## config.mk

```make
export PLATFORM = sky130hd
export DESIGN_NAME = fetch_controller_flat
export DESIGN_NICKNAME = d
export VERILOG_FILES = /design/src/rtl/fetch_controller_if.sv /design/src/rtl/fetch_controller.sv /design/src/flat_wrapper.sv
export SDC_FILE = /design/constraint.sdc
export NUM_CORES = 1
export LEC_CHECK = 0
export CELL_PAD_IN_SITES_DETAIL_PLACEMENT = 0
export CELL_PAD_IN_SITES_GLOBAL_PLACEMENT = 1
export CORE_ASPECT_RATIO = 1.1
export CORE_UTILIZATION = 24
export CTS_CLUSTER_SIZE = 14
export DETAILED_ROUTE_END_ITERATION = 8
export DONT_BUFFER_PORTS = 1
export PLACE_DENSITY_LB_ADDON = 0.05
export RECOVER_POWER = 50
export SKIP_LAST_GASP = 1
export SLEW_MARGIN = 15
export SYNTH_ARGS = -nofsm -noshare
export SYNTH_HDL_FRONTEND = slang
export SYNTH_SLANG_ARGS = --single-unit
```

## constraint.sdc

```tcl
create_clock -name clk -period 8.3 [get_ports clk]
set_input_delay 0.83 -clock clk [delete_from_list [all_inputs] [get_ports clk]]
set_output_delay 0.83 -clock clk [all_outputs]
set_load 0.005 [all_outputs]
```

## src/rtl/fetch_controller_if.sv

```systemverilog
// Front-end fetch bus: instruction memory port, redirect input and the
// decode-facing valid/ready instruction stream.
interface fetch_controller_if #(
  parameter int ADDRESS_WIDTH = 32
);
  logic                     fetch_en;
  logic [ADDRESS_WIDTH-1:0] mem_addr;
  logic [ADDRESS_WIDTH-1:0] mem_instr;
  logic                     redirect_valid;
  logic [ADDRESS_WIDTH-1:0] redirect_pc;
  logic                     instr_valid;
  logic [ADDRESS_WIDTH-1:0] instr;
  logic [ADDRESS_WIDTH-1:0] instr_pc;
  logic                     instr_ready;
  logic                     misalign_err;

  modport master (
    input  fetch_en, mem_instr, redirect_valid, redirect_pc, instr_ready,
    output mem_addr, instr_valid, instr, instr_pc, misalign_err
  );

  modport slave (
    output fetch_en, mem_instr, redirect_valid, redirect_pc, instr_ready,
    input  mem_addr, instr_valid, instr, instr_pc, misalign_err
  );
endinterface

```

## src/rtl/fetch_controller.sv

```systemverilog
// Program counter plus prefetch queue feeding decode; optional misaligned
// redirect trap enabled by defining FETCH_ALIGN_CHECK_EN.
module fetch_controller #(
  parameter int                       ADDRESS_WIDTH = 32,
  parameter logic [ADDRESS_WIDTH-1:0] RESET_PC      = '0,
  parameter int                       DEPTH         = 2
) (
  input logic                clk,
  input logic                rst_n,
  fetch_controller_if.master bus
);
  localparam int PTR_W = $clog2(DEPTH);
  localparam int CNT_W = PTR_W + 1;

  typedef struct packed {
    logic [ADDRESS_WIDTH-1:0] word;
    logic [ADDRESS_WIDTH-1:0] pc;
  } entry_t;

  logic [ADDRESS_WIDTH-1:0] pc;
  logic [PTR_W-1:0]         rd_ptr;
  logic [PTR_W-1:0]         wr_ptr;
  logic [CNT_W-1:0]         count;
  entry_t                   queue_mem [DEPTH];

  logic                     halted;
  logic                     misaligned;
  logic [ADDRESS_WIDTH-1:0] target;
  logic                     pop;
  logic                     push;
  logic                     not_empty;

`ifdef FETCH_ALIGN_CHECK_EN
  logic misalign_q;

  assign misaligned = (bus.redirect_pc[1:0] != 2'b00);
  assign target     = bus.redirect_pc;

  // Trap is sticky until reset: once set, fetching stops for good.
  always_ff @(posedge clk or negedge rst_n) begin
    if (!rst_n) begin
      misalign_q <= 1'b0;
    end else if (bus.redirect_valid && misaligned) begin
      misalign_q <= 1'b1;
    end
  end

  assign halted           = misalign_q;
  assign bus.misalign_err = misalign_q;
`else
  assign misaligned       = 1'b0;
  assign target           = bus.redirect_pc & ~ADDRESS_WIDTH'(3);
  assign halted           = 1'b0;
  assign bus.misalign_err = 1'b0;
`endif

  assign not_empty = (count != '0);
  assign pop       = not_empty && bus.instr_ready;
  assign push      = bus.fetch_en && !bus.redirect_valid && !halted &&
                     ((count < CNT_W'(DEPTH)) || pop);

  // NOTE: sequential state uses non-blocking assignments so every register
  // samples pre-edge values regardless of statement order.
  always_ff @(posedge clk or negedge rst_n) begin
    if (!rst_n) begin
      pc     <= RESET_PC;
      rd_ptr <= '0;
      wr_ptr <= '0;
      count  <= '0;
    end else if (bus.redirect_valid) begin
      rd_ptr <= '0;
      wr_ptr <= '0;
      count  <= '0;
      if (!misaligned) begin
        pc <= target;
      end
    end else begin
      if (push) begin
        wr_ptr <= wr_ptr + PTR_W'(1);
        pc     <= pc + ADDRESS_WIDTH'(4);
      end
      if (pop) begin
        rd_ptr <= rd_ptr + PTR_W'(1);
      end
      count <= count + CNT_W'(push) - CNT_W'(pop);
    end
  end

  // NOTE: queue storage has no reset; stale entries are never visible because
  // the head outputs are gated by count.
  always_ff @(posedge clk) begin
    if (push) begin
      queue_mem[wr_ptr] <= '{word: bus.mem_instr, pc: pc};
    end
  end

  assign bus.mem_addr    = pc;
  assign bus.instr_valid = not_empty;
  assign bus.instr       = not_empty ? queue_mem[rd_ptr].word : '0;
  assign bus.instr_pc    = not_empty ? queue_mem[rd_ptr].pc   : '0;
endmodule
```

## src/flat_wrapper.sv

```systemverilog
// flat-port wrapper written by rule: the top's interface ports become plain ports
module fetch_controller_flat 
#(
  parameter int                       ADDRESS_WIDTH = 32,
  parameter logic [ADDRESS_WIDTH-1:0] RESET_PC      = '0,
  parameter int                       DEPTH         = 2
)
  (clk, rst_n, bus_fetch_en, bus_mem_instr, bus_redirect_valid, bus_redirect_pc, bus_instr_ready, bus_mem_addr, bus_instr_valid, bus_instr, bus_instr_pc, bus_misalign_err);
  fetch_controller_if #(.ADDRESS_WIDTH(ADDRESS_WIDTH)) bus_i ();
  input logic clk;
  input logic rst_n;
  input wire logic [$bits(bus_i.fetch_en)-1:0] bus_fetch_en;
  input wire logic [$bits(bus_i.mem_instr)-1:0] bus_mem_instr;
  input wire logic [$bits(bus_i.redirect_valid)-1:0] bus_redirect_valid;
  input wire logic [$bits(bus_i.redirect_pc)-1:0] bus_redirect_pc;
  input wire logic [$bits(bus_i.instr_ready)-1:0] bus_instr_ready;
  output wire logic [$bits(bus_i.mem_addr)-1:0] bus_mem_addr;
  output wire logic [$bits(bus_i.instr_valid)-1:0] bus_instr_valid;
  output wire logic [$bits(bus_i.instr)-1:0] bus_instr;
  output wire logic [$bits(bus_i.instr_pc)-1:0] bus_instr_pc;
  output wire logic [$bits(bus_i.misalign_err)-1:0] bus_misalign_err;
  assign bus_i.fetch_en = bus_fetch_en;
  assign bus_i.mem_instr = bus_mem_instr;
  assign bus_i.redirect_valid = bus_redirect_valid;
  assign bus_i.redirect_pc = bus_redirect_pc;
  assign bus_i.instr_ready = bus_instr_ready;
  assign bus_mem_addr = bus_i.mem_addr;
  assign bus_instr_valid = bus_i.instr_valid;
  assign bus_instr = bus_i.instr;
  assign bus_instr_pc = bus_i.instr_pc;
  assign bus_misalign_err = bus_i.misalign_err;
  fetch_controller #(.ADDRESS_WIDTH(ADDRESS_WIDTH), .RESET_PC(RESET_PC), .DEPTH(DEPTH)) u_core (.clk(clk), .rst_n(rst_n), .bus(bus_i));
endmodule
```

== Yosys cells after proc, flatten, opt, wreduce, memory -nomap -nowiden ==
Memory sizes are Yosys's and may differ from the RTL's.
Index checks and enable logic that the tools add are counted.

* Register bits: 36
* RAM bits: 128
* Bits in latches: 0
* ROM bits: 0
* Output and inout bits: 98
* Logic and storage cells: 30
* Memories kept: 1
* Input port bits: 69

* Bitwise operators: 0
* Reductions and logical operators: 8
* Order comparisons: 1
* Div/mod/pow operators: 0
* Multipliers: 0
* $add $sub $neg: 5
* Muxes and demuxes: 11
* Shift-type cells: 0
* Equality and inequality tests: 0

{| class="wikitable"
|+ Memory list
! memory !! depth !! width !! read ports !! clocked after Yosys merged registers in !! write ports !! line !! source
|-
| u_core.queue_mem || 2 || 64 || 1 || 0 || 1 || fetch_controller.sv:24 || <nowiki>entry_t queue_mem [DEPTH];</nowiki>
|}

{| class="wikitable"
|+ Operators by type and width
! kind !! count
|-
| $mux W32 || 4
|-
| $add A32 B3 Y32 const B || 1
|-
| $mux W1 || 6
|-
| $reduce_bool A2 Y1 || 3
|-
| $logic_and A1 B1 Y1 || 3
|-
| $add A1 B1 Y1 const B || 2
|-
| $add A2 B1 Y2 || 1
|-
| $lt A2 B2 Y1 const B || 1
|-
| $mux W2 || 1
|-
| $sub A2 B1 Y2 || 1
|-
| $logic_not A1 Y1 || 1
|-
| $logic_or A1 B1 Y1 || 1
|}

== Depth between registers and ports, before layout ==
* Depth in word-level cells: 7
* Depth in mapped cells: 8
* Depth with buffers taken out: 8

== Worst setup path after synthesis ==
OpenSTA, ideal clock, no wires.

* Kind: in2reg
* Start point: in bus_redirect_valid
* End point: mem u_core.queue_mem[0][10] (netlist name) (enable)
* Library setup time: 0.559 ns
* Arrival: 5.498 ns
* Data required time: 7.741 ns
* Path slack: 2.243 ns
* Cell stages on the path: 3
* Buffers on the path: 2
* Cells stage by stage: clkbuf_1 buf_1 nor3_1

* Cells in the longest elaborated chain, start to end: 5

{| class="wikitable"
|+ RTL lines
! element !! line !! source
|-
| start, declared || flat_wrapper.sv:14 || <nowiki>input wire logic [$bits(bus_i.redirect_valid)-1:0] bus_redirect_valid;</nowiki>
|-
| $logic_not A1 Y1 || fetch_controller.sv:59 || <nowiki>assign push = bus.fetch_en && !bus.redirect_valid && !halted &&</nowiki>
|-
| $logic_and A1 B1 Y1 (2 in series) || fetch_controller.sv:59 ||
|-
| $mux W1 || fetch_controller.sv:92 || <nowiki>if (push) begin</nowiki>
|-
| $mux W1 (not written as such) || fetch_controller.sv:93 || <nowiki>queue_mem[wr_ptr] <= '{word: bus.mem_instr, pc: pc};</nowiki>
|-
| end, declared || fetch_controller.sv:24 ||
|}

No other way between the ends.

== Final worst setup path ==
* Start point: reg u_core.rd_ptr
* End point: out bus_instr[1]

* Cells in the longest elaborated chain, start to end: 2

{| class="wikitable"
|+ RTL lines
! element !! line !! source
|-
| start, declared || fetch_controller.sv:21 || <nowiki>logic [PTR_W-1:0] rd_ptr;</nowiki>
|-
| start signal, assigned || fetch_controller.sv:83 || <nowiki>rd_ptr <= rd_ptr + PTR_W'(1);</nowiki>
|-
| $mem_v2 Z2 W64 || n/a ||
|-
| $mux W32 || fetch_controller.sv:99 || <nowiki>assign bus.instr = not_empty ? queue_mem[rd_ptr].word : '0;</nowiki>
|-
| end, declared || flat_wrapper.sv:19 || <nowiki>output wire logic [$bits(bus_i.instr)-1:0] bus_instr;</nowiki>
|}

No other way between the ends.

==> impl_metrics.csv <==
group,metric,value,unit
outcome,status,"complete, no violations",
grt,grt_pass1_wl,24470,um
logic_synthesis,syn-instance-count,486,
route,wire_per_inst,19.31,um
worst_hold_path,min_path_type,"input port to async pin",
logic_synthesis,yosysWarnings,0,
run,cap_violations,0,
grt,grt_overflow,0,
sta,setup_viol,0,
logic_synthesis,avgSynthCellArea,13.80,um2
route,first_pass_iters,4,
sta,hold_violations,0,
sta,rsz0062_at_grt,"no",
clock_tree,cts_sinks,158,
grt,gr-usage-all-layers,11.89,%
logic_synthesis,yosys-top-cells-count,"124 x edfxtp_1, 75 x nor2_1, 63 x mux2i_1, 39 x nand2_1, 34 x dfrtp_1",
worst_setup_path,reg2reg_depth,9,
floorplanning,dieWidth,161.4,um
floorplanning,core_area,27190,um2
finish,final_nets,558,
clock_tree,cts_max_level,4,
finish,final_cell_area,7651,um2
floorplanning,die_area,28610,um2
sta,hold-worst-slack,84.51,ps
power_and_ir_drop,finalPower,2.221,mW
floorplanning,rows,63,
logic_synthesis,synth_top_area_cell,"edfxtp_1",
sta,fin_skew,12.42,ps
clock_tree,cts_setup_buffers,0,
clock_tree,cts_tree,"done",
logic_synthesis,yosysSeqAreaShare,68.22,%
sta,finalWorstSetupSlack,5193,ps
finish,drive_above_1_share,10.62,%
sta,max_slew.worst_pin.slew,1015,ps
route,wl,16550,um
worst_setup_path,start_kind,"register",
place,place_area,7073,um2
floorplanning,io_pins,167,
worst_setup_path,r2r-end,"u_core.count[1]$_DFF_PN0_",
logic_synthesis,ys_top_cells_by_area,"edfxtp_1 56%, dfrtp_1 13%, mux2i_1 9.4%",
grt,grt_pass1_vias,3788,
logic_synthesis,synth_edf_count,124,
place,post-dp-hpwl,10040,um
sta,setup-tns-final,0,ps
logic_synthesis,synth_seq_cells,158,
logic_synthesis,ys_types,39,
place,port_buffers,0,
worst_setup_path,crit_arrival,2280,ps
floorplanning,die_h,177.3,um
clock_tree,cts_resized,0,
power_and_ir_drop,p_leak,2.563,nW
place,place.gp.congestion,0.6867,
worst_setup_path,rrSetupSlack,5560,ps
worst_setup_path,path_max_fanout,49,
worst_setup_path,worstSetupEndpointType,"primary output",
sta,drv_slew,0,
route,antenna_left,0,
worst_setup_path,path_class,"register to primary output",
clock_tree,clk_pin_slew,70,ps
finish,syn2layout_area_growth,14.11,%
logic_synthesis,synth.top_cell.area_share,55.53,%
clock_tree,cts_buffers,17,
floorplanning,initial_core_util,24.66,%
route,drtIter0Drc,141,
grt,antenna_found_initial,1,
logic_synthesis,synthesis.area,6705,um2
route,via_count,3664,
logic_synthesis,yosysMostFrequentCell,"edfxtp_1",
power_and_ir_drop,power.density,290.2,nW/um2
sta,period_minus_slack,3107,ps
power_and_ir_drop,ir_drop,0.1171,mV
sta,slew_headroom,32.31,%
clock_tree,clock_tree.buffer_depth,2,
clock_tree,cts_hold_buf,0,
worst_setup_path,worstPathRequired,7470,ps
sta,period_share,37.44,%
clock_tree,clockRootBuffer,"clkbuf_16",
route,via_per_inst,4.275,
sta,fmax,321.8,MHz
logic_synthesis,async_flop_share,21.52,%
grt,grt_max_degree,66,
clock_tree,clk-insertion-delay-late,430,ps
place,place_ws,5420,ps
worst_setup_path,r2r_start,"u_core.count[1]$_DFF_PN0_",
logic_synthesis,synth_flop_cell,"edfxtp_1",
route,drc,0,
==> per-stage QoR <==
step / std cells / utilization (%)
finish: 857 / 28.13
global route: 856 / 28.13
CTS: 856 / 28.22
detailed placement: 824 / 26.01
global placement: 824 / 26.01
floorplan: 490 / -
==> layout make-up <==
cell class	count	area [um2]
inverter	13	48.80
sequential	158	4578
tap	357	446.7
clock inverter	10	137.6
multi-input combinational	292	1947
antenna	1	2.502
fill	2806	19540
timing repair buffer	4	26.28
clock buffer	22	464.2
==> worst max-delay path, cell delays in order (launching register included) <==
cell,delay [ps]
dfrtp_4,610
buf_4,750
mux2i_1,170
nor2_1,230
==> layer usage <==
metal  GRT usage [%]  up-vias  part of all wire (%)  wire (um)
li1                -     1718                     -          -
met1           13.80     1817                    42       7014
met2           19.76      114                    49       8106
met3           4.160       15                   7.0       1161
met4           5.307        0                   1.6        264
met5               0        -                     0          0
==> how the worst max path moves through the flow <==
| stage | endpoint | cells after the start | startpoint |
|---|---|---|---|
| 2_1_floorplan | u_core.queue_mem[0][10]$_DFFE_PP_ | 3 | bus_redirect_valid |
| 3_3_place_gp | u_core.count[1]$_DFF_PN0_ | 9 | u_core.count[1]$_DFF_PN0_ |
| 3_5_place_dp | u_core.count[1]$_DFF_PN0_ | 9 | u_core.count[1]$_DFF_PN0_ |
| 4_1_cts | bus_instr[31] | 3 | u_core.rd_ptr$_DFFE_PN0P_ |
| 5_1_grt | bus_instr_pc[30] | 3 | u_core.rd_ptr$_DFFE_PN0P_ |
| 6_report | bus_instr[1] | 3 | u_core.rd_ptr$_DFFE_PN0P_ |
==> power breakdown <==
part	internal [mW]	switching [mW]	leakage, nW	total, mW
Sequential	0.932	0.0619	1.56	0.994
Combinational	0.142	0.271	0.717	0.414
Clock	0.489	0.324	0.290	0.813
==> cells in the final DEF, fill, tap and decap left out, types with 2 or more instances in the layout <==
| master | count |
|---|---|
| a31oi_1 | 2 |
| and2_1 | 2 |
| and3_1 | 3 |
| and4_1 | 4 |
| buf_4 | 3 |
| bufinv_16 | 3 |
| clkbuf_1 | 4 |
| clkbuf_16 | 17 |
| clkbuf_8 | 2 |
| clkinv_2 | 3 |
| clkinv_4 | 2 |
| clkinvlp_4 | 2 |
| conb_1 | 5 |
| dfrtp_1 | 33 |
| edfxtp_1 | 124 |
| ha_1 | 3 |
| inv_1 | 13 |
| mux2i_1 | 63 |
| nand2_1 | 40 |
| nand2b_1 | 2 |
| nand3_1 | 5 |
| nand4_1 | 3 |
| nand4_2 | 2 |
| nor2_1 | 74 |
| nor3_1 | 4 |
| nor3_2 | 3 |
| nor4_2 | 6 |
| nor4b_2 | 2 |
| o21ai_0 | 11 |
| o21ai_1 | 17 |
| xnor2_1 | 27 |
| xor2_1 | 4 |
==> registers in the layout, summed over array words and instances (netlist names) <==
| signal | flops |
|---|---|
| u_core.wr_ptr | 1 |
| u_core.rd_ptr | 1 |
| u_core.queue_mem | 124 |
| u_core.bus.mem_addr | 30 |
| u_core.count | 2 |
==> kinds of logic (layout without fill, tap and decap cells) <==
family          Yosys count  after routing  share of synthesized area (%)
buf+inv                  40             49                          2.855
fa+ha+maj                 3              3                         0.5599
flops                   158            158                          68.22
compound gates           32             32                          2.538
other cells               1              6                        0.05593
simple gates            158            158                          12.32
mux                      63             63                          9.405
xor+xnor                 31             31                          4.049
Power figures use the tool's default switching activity.
